[config.mk]
export PLATFORM = sky130hd
export DESIGN_NAME = multi_channel_section_dispatcher_flat
export DESIGN_NICKNAME = d
export VERILOG_FILES = /design/src/rtl/multi_channel_section_dispatcher_if.sv /design/src/rtl/multi_channel_section_dispatcher.sv /design/src/flat_wrapper.sv
export SDC_FILE = /design/constraint.sdc
export NUM_CORES = 1
export LEC_CHECK = 0
export CAP_MARGIN = 20
export CELL_PAD_IN_SITES_DETAIL_PLACEMENT = 1
export CELL_PAD_IN_SITES_GLOBAL_PLACEMENT = 1
export CORE_MARGIN = 8
export CORE_UTILIZATION = 40
export DETAILED_ROUTE_END_ITERATION = 10
export DONT_BUFFER_PORTS = 1
export PLACE_DENSITY_LB_ADDON = 0.3
export SYNTH_ARGS = -nofsm -noshare
export SYNTH_HDL_FRONTEND = slang
export SYNTH_SLANG_ARGS = --single-unit
[constraint.sdc]
create_clock -name clk -period 2.9 [get_ports clk]
set_input_delay 0 -clock clk [delete_from_list [all_inputs] [get_ports clk]]
set_output_delay 0 -clock clk [all_outputs]
set_load 0.1 [all_outputs]
[src/rtl/multi_channel_section_dispatcher_if.sv]
// multi_channel_section_dispatcher_if
// Groups the master input word and the per-channel blocking output bus.
// The dispatcher side uses modport 'master' (it owns the offer bus).
// The environment side uses modport 'slave' (it supplies m_in and the sync returns).
interface multi_channel_section_dispatcher_if #(
  parameter int DATA_W = 32,
  parameter int NUM_CH = 2
);
  logic                     m_in_mode;
  logic [DATA_W-1:0]        m_in_x;
  logic                     m_in_y;
  logic [NUM_CH-1:0]        b_out_mode;
  logic [NUM_CH*DATA_W-1:0] b_out_x;
  logic [NUM_CH-1:0]        b_out_y;
  logic [NUM_CH-1:0]        b_out_notify;
  logic [NUM_CH-1:0]        b_out_sync;

  modport master (
    input  m_in_mode, m_in_x, m_in_y, b_out_sync,
    output b_out_mode, b_out_x, b_out_y, b_out_notify
  );

  modport slave (
    output m_in_mode, m_in_x, m_in_y, b_out_sync,
    input  b_out_mode, b_out_x, b_out_y, b_out_notify
  );
endinterface

[src/rtl/multi_channel_section_dispatcher.sv]
// multi_channel_section_dispatcher
// The block alternates between two sections:
//   - offer a stored compound {mode,x,y} on one channel;
//   - sample and transform the master input into the next channel, chosen round-robin.
// Optional feature macro: DSP_TIMEOUT_EN. When it is defined, an offer is abandoned
// after TMO_CYC cycles without sync, and the sticky flag tmo_err is set.
//
// state | meaning
// SEC_A | offer stored compound on cur_ch, wait for sync[cur_ch]
// SEC_B | sample m_in, transform, load and offer the next channel
module multi_channel_section_dispatcher #(
  parameter int DATA_W  = 32,
  parameter int NUM_CH  = 2,
  parameter int STEP    = 1,
  parameter int TMO_CYC = 64
) (
  input  logic clk,
  input  logic rst,
  multi_channel_section_dispatcher_if.master bus,
  output logic [((NUM_CH > 1) ? $clog2(NUM_CH) : 1)-1:0] cur_ch,
  output logic        section_o,
  output logic [15:0] xfer_cnt,
  output logic        tmo_err
);

  localparam int                CH_W    = (NUM_CH > 1) ? $clog2(NUM_CH) : 1;
  localparam logic [DATA_W-1:0] STEP_T  = DATA_W'(STEP);
  localparam logic [CH_W-1:0]   LAST_CH = CH_W'(NUM_CH - 1);

  typedef enum logic {
    SEC_A = 1'b0,
    SEC_B = 1'b1
  } section_t;

  section_t                 section_q, section_d;
  logic [CH_W-1:0]          cur_ch_q, cur_ch_d;
  logic [CH_W-1:0]          nxt_ch;
  logic [NUM_CH-1:0]        notify_q, notify_d;
  logic [NUM_CH-1:0]        mode_q, mode_d;
  logic [NUM_CH-1:0]        y_q, y_d;
  logic [NUM_CH*DATA_W-1:0] x_q, x_d;
  logic [15:0]              xfer_cnt_q, xfer_cnt_d;
  logic [DATA_W:0]          sum;
  logic [DATA_W-1:0]        res_x;
  logic                     res_y;
  logic                     sync_hit;

`ifdef DSP_TIMEOUT_EN
  localparam int              WAIT_W    = $clog2(TMO_CYC + 1);
  localparam logic [WAIT_W-1:0] WAIT_LAST = WAIT_W'(TMO_CYC - 1);

  logic [WAIT_W-1:0] wait_cnt_q, wait_cnt_d;
  logic              tmo_err_q, tmo_err_d;
`endif

  // Transform of the master word: pass-through for READ, x+STEP with carry into y for WRITE.
  always_comb begin
    sum = {1'b0, bus.m_in_x} + {1'b0, STEP_T};
    if (bus.m_in_mode) begin
      res_x = sum[DATA_W-1:0];
      res_y = sum[DATA_W];
    end else begin
      res_x = bus.m_in_x;
      res_y = bus.m_in_y;
    end
  end

  // Round-robin successor of the current channel; with one channel it stays at 0.
  always_comb begin
    nxt_ch = (cur_ch_q == LAST_CH) ? '0 : cur_ch_q + CH_W'(1);
  end

  // In SEC_A notify_q is one-hot on cur_ch, so this masks off sync from every other channel.
  always_comb begin
    sync_hit = |(bus.b_out_sync & notify_q);
  end

  // Next-state logic for the section FSM, the channel registers and the transfer counter.
  always_comb begin
    section_d  = section_q;
    cur_ch_d   = cur_ch_q;
    notify_d   = notify_q;
    mode_d     = mode_q;
    x_d        = x_q;
    y_d        = y_q;
    xfer_cnt_d = xfer_cnt_q;
`ifdef DSP_TIMEOUT_EN
    wait_cnt_d = wait_cnt_q;
    tmo_err_d  = tmo_err_q;
`endif
    case (section_q)
      SEC_A: begin
        if (sync_hit) begin
          notify_d   = '0;
          xfer_cnt_d = xfer_cnt_q + 16'd1;
          section_d  = SEC_B;
        end
`ifdef DSP_TIMEOUT_EN
        // A sync arriving on the last wait cycle is served above as a normal transfer.
        else if (wait_cnt_q == WAIT_LAST) begin
          notify_d  = '0;
          tmo_err_d = 1'b1;
          section_d = SEC_B;
        end else begin
          wait_cnt_d = wait_cnt_q + WAIT_W'(1);
        end
`endif
      end
      SEC_B: begin
        notify_d = '0;
        for (int i = 0; i < NUM_CH; i++) begin
          if (CH_W'(i) == nxt_ch) begin
            notify_d[i]                = 1'b1;
            mode_d[i]                  = bus.m_in_mode;
            x_d[i*DATA_W +: DATA_W]    = res_x;
            y_d[i]                     = res_y;
          end
        end
        cur_ch_d  = nxt_ch;
        section_d = SEC_A;
`ifdef DSP_TIMEOUT_EN
        wait_cnt_d = '0;
`endif
      end
    endcase
  end

  // State registers; after reset the all-zero compound is already on offer on channel 0.
  always_ff @(posedge clk) begin
    if (rst) begin
      section_q  <= SEC_A;
      cur_ch_q   <= '0;
      notify_q   <= NUM_CH'(1);
      mode_q     <= '0;
      x_q        <= '0;
      y_q        <= '0;
      xfer_cnt_q <= '0;
    end else begin
      section_q  <= section_d;
      cur_ch_q   <= cur_ch_d;
      notify_q   <= notify_d;
      mode_q     <= mode_d;
      x_q        <= x_d;
      y_q        <= y_d;
      xfer_cnt_q <= xfer_cnt_d;
    end
  end

`ifdef DSP_TIMEOUT_EN
  // Wait counter for the current offer and the sticky timeout flag.
  always_ff @(posedge clk) begin
    if (rst) begin
      wait_cnt_q <= '0;
      tmo_err_q  <= 1'b0;
    end else begin
      wait_cnt_q <= wait_cnt_d;
      tmo_err_q  <= tmo_err_d;
    end
  end

  assign tmo_err = tmo_err_q;
`else
  assign tmo_err = 1'b0;
`endif

  assign bus.b_out_mode   = mode_q;
  assign bus.b_out_x      = x_q;
  assign bus.b_out_y      = y_q;
  assign bus.b_out_notify = notify_q;
  assign cur_ch           = cur_ch_q;
  assign section_o        = section_q;
  assign xfer_cnt         = xfer_cnt_q;

endmodule

[src/flat_wrapper.sv]
// flat-port wrapper written by rule: the top's interface ports become plain ports
module multi_channel_section_dispatcher_flat 
#(
  parameter int DATA_W  = 32,
  parameter int NUM_CH  = 2,
  parameter int STEP    = 1,
  parameter int TMO_CYC = 64
)
  (clk, rst, cur_ch, section_o, xfer_cnt, tmo_err, bus_m_in_mode, bus_m_in_x, bus_m_in_y, bus_b_out_sync, bus_b_out_mode, bus_b_out_x, bus_b_out_y, bus_b_out_notify);
  multi_channel_section_dispatcher_if #(.DATA_W(DATA_W), .NUM_CH(NUM_CH)) bus_i ();
  input  logic clk;
  input  logic rst;
  output logic [((NUM_CH > 1) ? $clog2(NUM_CH) : 1)-1:0] cur_ch;
  output logic section_o;
  output logic [15:0] xfer_cnt;
  output logic tmo_err;
  input wire logic [$bits(bus_i.m_in_mode)-1:0] bus_m_in_mode;
  input wire logic [$bits(bus_i.m_in_x)-1:0] bus_m_in_x;
  input wire logic [$bits(bus_i.m_in_y)-1:0] bus_m_in_y;
  input wire logic [$bits(bus_i.b_out_sync)-1:0] bus_b_out_sync;
  output wire logic [$bits(bus_i.b_out_mode)-1:0] bus_b_out_mode;
  output wire logic [$bits(bus_i.b_out_x)-1:0] bus_b_out_x;
  output wire logic [$bits(bus_i.b_out_y)-1:0] bus_b_out_y;
  output wire logic [$bits(bus_i.b_out_notify)-1:0] bus_b_out_notify;
  assign bus_i.m_in_mode = bus_m_in_mode;
  assign bus_i.m_in_x = bus_m_in_x;
  assign bus_i.m_in_y = bus_m_in_y;
  assign bus_i.b_out_sync = bus_b_out_sync;
  assign bus_b_out_mode = bus_i.b_out_mode;
  assign bus_b_out_x = bus_i.b_out_x;
  assign bus_b_out_y = bus_i.b_out_y;
  assign bus_b_out_notify = bus_i.b_out_notify;
  multi_channel_section_dispatcher #(.DATA_W(DATA_W), .NUM_CH(NUM_CH), .STEP(STEP), .TMO_CYC(TMO_CYC)) u_core (.clk(clk), .rst(rst), .bus(bus_i), .cur_ch(cur_ch), .section_o(section_o), .xfer_cnt(xfer_cnt), .tmo_err(tmo_err));
endmodule
==> run metrics, run 1 <==
Placer Congestion=0.7259; CTS Root Cell=clkbuf_8; number of CTS-inserted buffers=9; critical path class=flop to flop; gr usage total=20.69%; Initial Util=40.34%; Max Cap Violations=0; commonest non-fill, non-tap cell in the layout=buf_4; Place WS=997.2 ps; post-route cell area=5279 sq um; Buffers on Ports=0; Post-synth ARST share=0%; fin. max-slew vios=0; R2R setup slack=570 ps; crit path cell chain=buf_4 -> and3b_1 -> nand3_1 -> or3_1 -> a21oi_1 -> dlygate4sd3_1; Core Region=9549 sq um; DRC viols=0; Worst Path Arrival=2630 ps; unrepaired setup endpoints after global routing=false; drt initial violations=111; Achievable Freq=0.4295 GHz; EDFF count, synth=0; fin crit share=80.28%; DRT Pass-1 Iters=4; Synth cell types=42; Final setup viols=0; Worst Tran Pin Value=996.4 ps; Nets=589; Crit. End Element=flop; # Post-CTS Setup Buffers=0; Worst setup SP type=flop; sequential fraction of the synthesis area=45.73%; Tmin final=2328 ps; Ys Warns=0; die height=114.1 um; Routed Antenna Nets=0; Synth Register Bits=88; HP Class=input pin to flop; I/O Pins=127; final hold violations=0; initial antenna violation count=0; slew margin rel.=33.43%; via count=3574; Finished Layout Cells=687; final core occ=55.28%; Clk pin slew, worst setup/hold paths=90 ps; Area growth syn-to-layout=37.02%; post-synthesis cell count=429; Slowest-stage cell, CP=dlygate4sd3_1; Yosys top cell by area=dfxtp_1; setup slack after layout=571.8 ps; Area after DPL=4604 sq um; Die Wd=114.1 um; Mapped Nets=469; overall routed net length=13.21 mm; clk buf depth=2; Worst-Skew Late Latency=360 ps; layout cells sized above 1=24.91%; Worst Skew=9.335 ps; crit-path max FO=7; share of Yosys cell area claimed by the top area cell type=45.73%; synth top area cells=dfxtp_1 46%, nor2_1 5.5%, nand2_1 5.3%, xnor2_1 5.2%, o21ai_0 4.8%; GR Overflow Total=0; Avg WL per Cell=19.23 um; Leak Pwr=2.004 nW; Req. time, crit path=3210 ps; largest net degree at the start of global routing=55; Inserted Diodes=0; top_reg_cell synth=dfxtp_1; commonest non-fill, non-tap cells in the layout=91 x buf_4, 88 x dfxtp_1, 56 x nor2_1; Worst VDD drop=343.0 uV; mean post-synth cell area=8.980 sq um; Post-DP HPWL=8.812 mm; placed cell count=627; Power Density=551.7 nW/um^2; Vias/cell=5.202; CTS H-tree depth=3; CP peak stage delay=570 ps; vias in the first global route=3895; Mapped Area=3852 sq um; num rows=36; CTS tree=built; CTS sink cnt=88; run status=complete, no violations; Setup TNS Final=0 ps; die area=13030 sq um; first-pass GRT wire length=20.98 mm
-- registers in the layout, indices dropped and copies added (netlist names) --
name / cells
u_core.section_o: 1
u_core.xfer_cnt: 16
u_core.bus.b_out_mode: 2
u_core.bus.b_out_notify: 2
u_core.bus.b_out_x: 64
u_core.bus.b_out_y: 2
u_core.cur_ch: 1
-- synth_stat cells (all sizes together) (4+ instances only) --
master,count
a211oi,33
a21oi,5
and3,7
and4,5
buf,9
clkbuf,17
dfxtp,88
inv,8
nand2,54
nand3,16
nand4,15
nor2,56
nor3,9
nor4,6
o21ai,37
or3,4
xnor2,23
xor2,21
-- area by class of cell --
class	count	area [sq um]
Sequential cell	88	1762
Tap cell	133	166.4
Multi-Input combinational cell	307	1963
Inverter	8	30.03
Timing Repair Buffer	135	1141
Clock inverter	4	51.30
Fill cell	1132	4270
Clock buffer	12	165.2
-- cell families after synthesis --
family	Yosys count	share of synthesized area, %
flip-flops	88	45.73
AO/OA/AOI/OAI	78	13.84
XOR/XNOR	44	10.00
buffers and inverters	34	3.800
adder cells (fa/ha/maj)	2	0.6495
AND/OR/NAND/NOR	179	25.11
multiplexers	3	0.7795
other	1	0.09734
-- what timing repair did --
action,4_1_cts,5_1_grt
resized for setup,0,0
endpoints found under the hold margin,88,0
endpoints found under the setup margin,0,0
hold buffers,44,0
-- per-layer routing --
metal | up-vias | global-route usage [%] | routed length [um]
li1 | 1722 | - | -
met1 | 1733 | 21.83 | 5345
met2 | 100 | 36.67 | 6518
met3 | 19 | 7.173 | 1072
met4 | 0 | 8.696 | 275
met5 | - | 0 | 0
-- worst max-delay path, delay by kind of cell, from the launching register on --
family / cells / cell delay, ps
buffers and inverters: 2 / 880
AND/OR/NAND/NOR: 3 / 940
AO/OA/AOI/OAI: 1 / 140
flip-flops: 1 / 320
-- power by group --
group          switching [mW]  total [mW]  internal [mW]
combinational           0.540       0.714          0.173
clock                   0.447       0.916          0.469
sequential             0.0252        1.28           1.26
-- worst paths after layout --
check | end | start | cells after the start
worst min register to register | u_core.bus.b_out_x[31] | u_core.bus.b_out_x[31] | 2
worst min-delay path | u_core.bus.b_out_x[35] | bus_m_in_x[2] | 3
worst max-delay path | u_core.xfer_cnt[7] | u_core.xfer_cnt[3] | 6
worst max register to register | u_core.xfer_cnt[7] | u_core.xfer_cnt[3] | 6
-- through the flow --
stage                     hold WS, ps  total power, mW
final                           24.78            2.912
after floorplan                 178.2            1.837
after CTS                       2.704            2.936
after global placement          78.25            1.937
after detailed placement        81.77            1.948
after global routing            44.91            3.019
(Power assumes the default switching activity.)
==> run 2, diff against run 1 <==
--- a/config.mk
+++ b/config.mk
@@ -5,11 +5,12 @@
 export SDC_FILE = /design/constraint.sdc
 export NUM_CORES = 1
 export LEC_CHECK = 0
+export ABC_AREA = 1
 export CAP_MARGIN = 20
 export CELL_PAD_IN_SITES_DETAIL_PLACEMENT = 1
 export CELL_PAD_IN_SITES_GLOBAL_PLACEMENT = 1
 export CORE_MARGIN = 8
-export CORE_UTILIZATION = 40
+export CORE_UTILIZATION = 39
 export DETAILED_ROUTE_END_ITERATION = 10
 export DONT_BUFFER_PORTS = 1
 export PLACE_DENSITY_LB_ADDON = 0.3
==> constraint.sdc (replaced) <==
create_clock -name clk -period 2 [get_ports clk]
set_input_delay 0 -clock clk [delete_from_list [all_inputs] [get_ports clk]]
set_output_delay 0 -clock clk [all_outputs]
set_load 0.1 [all_outputs]
==> run 2 against run 1 <==
Compared with the run above: sequential power grew 48%; synthesized cell count grew 51%; flip-flop and latch count is the same; design area grew 9.2%; clock skew shrank 3.6 ps; final cell count grew 34%; combinational power grew 71%; clock-buffer cell count shrank 1; wire length grew 27%; critical path type is now input pin to flop; largest cell class unchanged; largest power group unchanged.
==> run metrics, run 2 <==
critical path class=input pin to flop (was flop to flop); CTS sink cnt=88 (unchanged); commonest non-fill, non-tap cells in the layout=182 x nand2_1, 93 x buf_4, 87 x nor2_1 (was 91 x buf_4, 88 x dfxtp_1, 56 x nor2_1); Area after DPL=5166 sq um (was 4604 sq um); Power Density=740.0 nW/um^2 (was 551.7 nW/um^2); WHS=15.55 ps (was 24.78 ps); XOR/XNOR share of the synthesized area=3.396% (was 10.00%); Simple-Gate Fraction of Synth Area=35.64% (was 25.11%); Achievable Freq=0.5240 GHz; met3 usage=7.265% (was 7.173%); Max Cap Violations=0 (unchanged); CP Launch Point=bus_m_in_x[0] (was u_core.xfer_cnt[3]); CTS H-tree depth=3 (unchanged); Leak Pwr=2.754 nW (was 2.004 nW); I/O Pins=127 (unchanged); Yosys top cell by area=dfxtp_1 (unchanged); Vias/cell=5.222 (was 5.202); run status=complete, no violations (unchanged); Inserted Diodes=0 (unchanged); Avg WL per Cell=18.21 um (was 19.23 um); Reg2Reg Depth=7 (was 6); post-route cell area=5763 sq um (was 5279 sq um); met1 Use GR=24.54% (was 21.83%); largest net degree at the start of global routing=34 (was 55); Clk pin slew, worst setup/hold paths=90 ps (about the same); drt initial violations=279 (was 111); CP peak stage delay=640 ps (was 570 ps); grt met2 use=41.54% (was 36.67%); sequential fraction of the synthesis area=40.18% (was 45.73%); mean post-synth cell area=6.755 sq um (was 8.980 sq um); fin. max-slew vios=0 (unchanged); Compound-Gate Fraction of Synth Area=10.99% (was 13.84%); most frequent cell after synthesis=nand2_1 (was dfxtp_1); overall routed net length=16.72 mm (was 13.21 mm); Worst VDD drop=520.8 uV (was 343.0 uV); Synth Register Bits=88 (unchanged); commonest non-fill, non-tap cell in the layout=nand2_1 (was buf_4); Area growth syn-to-layout=31.45% (was 37.02%); hold depth=6 (was 3); HP Class=input pin to flop (unchanged); DRT Pass-1 Iters=4 (unchanged); gr usage total=22.94% (was 20.69%); max reg flops=64 (unchanged); post-synthesis cell count=649 (was 429); Worst Tran Pin Value=716.7 ps (was 996.4 ps); Final setup viols=0 (unchanged); WHS Endpoint=u_core.bus.b_out_x[21] (was u_core.bus.b_out_x[35]); R2R setup slack=150 ps (was 570 ps); first-pass GRT wire length=26.89 mm (was 20.98 mm); vias in the first global route=5301 (was 3895); DRC viols=0 (unchanged); synth cell count leaders=183 x nand2_1, 88 x dfxtp_1, 88 x nor2_1 (was 88 x dfxtp_1, 56 x nor2_1, 54 x nand2_1); worst r2r src=u_core.section_o (was u_core.xfer_cnt[3]); min-delay src=bus_m_in_mode (was bus_m_in_x[2]); die height=122.0 um (was 114.1 um); Nets=813 (was 589); Die Wd=122.0 um (was 114.1 um); Ys Warns=0 (unchanged); crit path cell chain=dlygate4sd3_1 -> ha_1 -> inv_1 -> nor2_1 -> nand2_1 -> nor2_1 -> nand3_1 -> nand3_1 -> dlygate4sd3_1 -> nand2_1 -> inv_1 (was buf_4 -> and3b_1 -> nand3_1 -> or3_1 -> a21oi_1 -> dlygate4sd3_1); die area=14890 sq um (was 13030 sq um); Worst setup SP type=input pin (was flop); slew margin rel.=52.17% (was 33.43%); # Post-CTS Setup Buffers=0 (unchanged); num rows=38 (was 36); clk buf depth=2 (unchanged); Worst Skew=5.784 ps (was 9.335 ps); Routed Antenna Nets=0 (unchanged); portion of netlist area occupied by mux cells=0.2283% (was 0.7795%); CTS tree=built (unchanged); initial antenna violation count=0 (unchanged); worst r2r dst=u_core.bus.b_out_y[1] (was u_core.xfer_cnt[7]); Initial Util=40.27% (was 40.34%); Post-DP HPWL=11.96 mm (was 8.812 mm); GR Overflow Total=0 (unchanged); fin crit share=95.43%; unrepaired setup endpoints after global routing=false (unchanged); synth top area cells=dfxtp_1 40%, nand2_1 16%, nor2_1 7.5%, inv_1 5.9%, nand3_1 4.1% (was dfxtp_1 46%, nor2_1 5.5%, nand2_1 5.3%, xnor2_1 5.2%, o21ai_0 4.8%); Placer Congestion=0.8988 (was 0.7259); number of CTS-inserted buffers=9 (unchanged); Worst-Skew Late Latency=380 ps (was 360 ps); Tmin final=1909 ps; Setup TNS Final=0 ps (unchanged); share of Yosys cell area claimed by the top area cell type=40.18% (was 45.73%); EDFF count, synth=0 (unchanged); Mapped Nets=689 (was 469); CTS Root Cell=clkbuf_8 (unchanged); crit-path max FO=3 (was 7); adder-cell area share of the yosys netlist=0.5708% (was 0.6496%); via count=4794 (was 3574); Buffers on Ports=0 (unchanged); grt peak-use layer=met2 (unchanged); Mapped Area=4384 sq um (was 3852 sq um); final hold violations=0 (unchanged); Slowest-stage cell, CP=dlygate4sd3_1 (unchanged); Req. time, crit path=2330 ps (was 3210 ps); Worst Path Arrival=2240 ps (was 2630 ps); Post-synth ARST share=0% (unchanged); largest family of logic cells by synthesized area=simple AND/OR/NAND/NOR gates (unchanged); top_reg_cell synth=dfxtp_1 (unchanged); Synth cell types=37 (was 42); Crit. End Element=flop (unchanged); Core Region=10890 sq um (was 9549 sq um); layout cells sized above 1=19.15% (was 24.91%)
[run 2: cell types whose count changed after synthesis, moves of 7 or more]
cell and change:
a211oi_1 -23, a211oi_2 -10, a21oi_1 +17, clkbuf_1 -9, inv_1 +61, inv_2 +7, nand2_1 +129, nand3_1 +21
nor2_1 +32, nor2_2 +11, o21ai_0 -14, o21ai_1 +29, xnor2_1 -13, xor2_1 -14
[run 2: worst max path at each step]
stage	to
after floorplan	u_core.xfer_cnt[10]
after global placement	u_core.xfer_cnt[4]
after detailed placement	u_core.xfer_cnt[4]
after CTS	u_core.xfer_cnt[15]
after global routing	u_core.xfer_cnt[15]
final	u_core.bus.b_out_y[1]
[run 2: timing repair]
item / CTS / global route
hold endpoints to repair: 79 / 0
hold buffers: 41 / 0
gates resized for setup: 0 / 1
setup endpoints to repair: 0 / 1
[run 2: cell families after synthesis]
logic type / Yosys count
other: 1
and+or+nand+nor: 355
muxes: 1
adders and majority gates: 2
buffers and inverters: 97
xor gates and xnor gates: 17
AOI/OAI and AO/OA: 88
DFF: 88
[run 2: power by group]
part | internal, mW | leakage (nW) | switching [mW]
logic | 0.273 | 1.96 | 0.948
registers | 1.84 | 0.717 | 0.0576
clock network | 0.481 | 0.0813 | 0.668
total | 2.59 | 2.75 | 1.67
[run 2: per-layer routing]
metal  wire length [um]  vias up  share of wire (%)
li1                   -     2287                  -
met1               6557     2340                 39
met2               8622      138                 52
met3               1230       29                7.4
met4                306        0                1.8
met5                  0        -                  0
[run 2: area by class of cell]
cell class / instances / area (sq um)
Clock buffer: 11 / 141.4
Clock inverter: 5 / 32.53
Fill cell: 1402 / 5125
Inverter: 76 / 285.3
Multi-Input combinational cell: 464 / 2242
Sequential cell: 88 / 1768
Tap cell: 140 / 175.2
Timing Repair Buffer: 134 / 1119
[run 2: per-stage QoR]
stage	utilization [%]	setup WS (ps)	power, mW	instances
finish	52.93	91.43	4.265	918
global route	52.93	11.61	4.436	918
CTS	52.91	76.39	4.296	918
detailed placement	47.45	292.0	3.049	861
global placement	47.45	420.5	3.018	861
floorplan	-	11.22	2.826	649
[run 2: worst max-delay path: cells and delay by family]
| kind | cells | cell delay [ps] |
|---|---|---|
| adder cells (fa/ha/maj) | 1 | 260 |
| AND/OR/NAND/NOR | 6 | 670 |
| buffers and inverters | 4 | 1320 |
==> run 3, diff against run 2 <==
--- a/config.mk
+++ b/config.mk
@@ -9,7 +9,6 @@
 export CAP_MARGIN = 20
 export CELL_PAD_IN_SITES_DETAIL_PLACEMENT = 1
 export CELL_PAD_IN_SITES_GLOBAL_PLACEMENT = 1
-export CORE_MARGIN = 8
 export CORE_UTILIZATION = 39
 export DETAILED_ROUTE_END_ITERATION = 10
 export DONT_BUFFER_PORTS = 1
==> run 3 against run 2 <==
Compared with the run above: utilization fell by 0.23 points; hold slack hardly changed; final cell count down 0.11%; maximum frequency grew 4.1%; worst setup slack improved by 75 ps; critical path depth down 4; largest power group unchanged; clock power fell by 8%; first-iteration DRC count shrank 29%; power decreased by 2.3%; sequential power barely moved; global-route usage grew 4.3 points.
==> run metrics, run 3 (synthesis gave the netlist of run 2 again) <==
Worst setup SP type=flop (was input pin); max reg flops=64 (unchanged); gr usage total=27.28% (was 22.94%); Avg WL per Cell=16.82 um (was 18.21 um); Worst VDD drop=472.8 uV (was 520.8 uV); critical path class=flop to flop (was input pin to flop); Slowest-stage cell, CP=dlygate4sd3_1 (unchanged); Routed Antenna Nets=0 (unchanged); Clk pin slew, worst setup/hold paths=90 ps (about the same); Placer Congestion=0.8920 (was 0.8988); I/O Pins=127 (unchanged); Reg2Reg Depth=7 (unchanged); via count=4667 (was 4794); Final setup viols=0 (unchanged); Leak Pwr=2.749 nW (was 2.754 nW); CTS Root Cell=clkbuf_8 (unchanged); Vias/cell=5.089 (was 5.222); crit-path max FO=35 (was 3); Max Cap Violations=0 (unchanged); Achievable Freq=0.5455 GHz (was 0.5240 GHz); DRC viols=0 (unchanged); die height=108.0 um (was 122.0 um); run status=complete, no violations (unchanged); drt initial violations=197 (was 279); Crit. End Element=flop (unchanged); power consumption=4.166 mW (was 4.265 mW); Buffers on Ports=0 (unchanged); Comb power frac=29.0% (was 28.6%); layout cells sized above 1=18.66% (was 19.15%); commonest non-fill, non-tap cells in the layout=182 x nand2_1, 93 x buf_4, 87 x nor2_1 (unchanged); CTS tree=built (unchanged); CTS H-tree depth=3 (unchanged); fin crit share=91.66% (was 95.43%); final hold violations=0 (unchanged); Initial Util=40.27% (unchanged); die area=11670 sq um (was 14890 sq um); Nets=813 (unchanged); initial antenna violation count=0 (unchanged); Worst Path Arrival=2120 ps (was 2240 ps); Area after DPL=5166 sq um (unchanged); Finished Layout Cells=917 (was 918); switching power=1.608 mW (was 1.673 mW); DRT Pass-1 Iters=4 (unchanged); clk buf depth=2 (unchanged); crit path cell chain=inv_2 -> nor2_4 -> buf_4 -> nand3_1 -> dlygate4sd3_1 -> nand2_1 -> inv_1 (was dlygate4sd3_1 -> ha_1 -> inv_1 -> nor2_1 -> nand2_1 -> nor2_1 -> nand3_1 -> nand3_1 -> dlygate4sd3_1 -> nand2_1 -> inv_1); # Post-CTS Setup Buffers=0 (unchanged); placed cell count=861 (unchanged); Worst Skew=13.97 ps (was 5.784 ps); sequential share of power=45.4% (was 44.4%); post-route cell area=5738 sq um (was 5763 sq um); Setup TNS Final=0 ps (unchanged); commonest non-fill, non-tap cell in the layout=nand2_1 (unchanged); Area growth syn-to-layout=30.88% (was 31.45%); GR Overflow Total=0 (unchanged); CP peak stage delay=590 ps (was 640 ps); HP Class=input pin to flop (unchanged); Inserted Diodes=0 (unchanged); Worst Tran Pin Value=719.5 ps (was 716.7 ps); overall routed net length=15.42 mm (was 16.72 mm); Core Region=10890 sq um (unchanged); first-pass GRT wire length=24.47 mm (was 26.89 mm); Req. time, crit path=2280 ps (was 2330 ps); Die Wd=108.0 um (was 122.0 um); CTS sink cnt=88 (unchanged); Power Density=726.1 nW/um^2 (was 740.0 nW/um^2); vias in the first global route=5011 (was 5301); Tmin final=1833 ps (was 1909 ps); num rows=38 (unchanged); number of CTS-inserted buffers=9 (unchanged); Post-DP HPWL=10.95 mm (was 11.96 mm); filler instances=1429 (was 1402); hold depth=4 (was 6); Switching Fraction=38.60% (was 39.23%); slew margin rel.=51.98% (was 52.17%); Int Power=2.558 mW (was 2.591 mW); fin. max-slew vios=0 (unchanged); Worst-Skew Late Latency=380 ps (about the same); largest net degree at the start of global routing=36 (was 34); Clk network pwr share=25.6% (was 26.9%); unrepaired setup endpoints after global routing=false (unchanged)
run 3: cell types whose count changed in the layout (fill, tap and decap cells not counted):
cell        previous run  this run
clkinv_2               2         1
clkbuf_1               1         5
clkbuf_8              10         9
dfxtp_1               83        82
dfxtp_2                5         6
clkinvlp_4             3         0
run 3: power by group through the flow:
stage          combinational (mW)  sequential, mW  clock [mW]
2_1_floorplan               0.299            2.53           0
4_1_cts                      1.20            1.89        1.08
6_report                     1.21            1.89        1.06
3_3_place_gp                 1.09            1.92           0
3_5_place_dp                 1.10            1.93           0
5_1_grt                      1.27            1.90        1.16
run 3: metal layers:
layer  GRT usage (%)  vias up  part of all wire [%]
li1                -     2286                     -
met1           29.76     2226                    40
met2           50.32      125                    52
met3           6.088       30                   5.3
met4           11.55        0                   2.6
met5               0        -                     0
run 3: layout make-up:
type	instances	area [sq um]	share of cell area, %
Timing Repair Buffer	134	1119	19.49
Inverter	76	285.3	4.972
Multi-Input combinational cell	464	2242	39.08
Sequential cell	88	1769	30.83
Clock inverter	1	5.005	0.08722
Clock buffer	14	142.6	2.486
Tap cell	140	175.2	3.053
run 3: per-stage QoR:
stage / util [%] / hold WS (ps) / setup slack, ps
6_report: 52.70 / 15.22 / 166.7
5_1_grt: 52.70 / 27.06 / 21.57
4_1_cts: 52.67 / 4.275 / 135.3
3_5_place_dp: 47.45 / 75.43 / 327.4
3_3_place_gp: 47.45 / 74.51 / 430.0
2_1_floorplan: - / 174.4 / 11.22
run 3: final timing paths:
kind / slack [ps] / end / startpoint
worst min-delay path: 20 / u_core.bus.b_out_x[12] / rst
worst max register to register: 170 / u_core.bus.b_out_y[1] / u_core.section_o
worst max-delay path: 170 / u_core.bus.b_out_y[1] / u_core.section_o
worst min register to register: 460 / u_core.bus.b_out_x[10] / u_core.bus.b_out_x[10]
run 3: timing repair:
action,in CTS,in global routing
setup endpoints to repair,0,1
gates resized for setup,0,2
endpoints found under the hold margin,78,0
hold buffers,41,0
run 3: critical path, delay by kind of cell (launching register included):
kind,cells,cell delay [ps]
buffers and inverters,4,1050
DFF,1,390
and+or+nand+nor,3,290
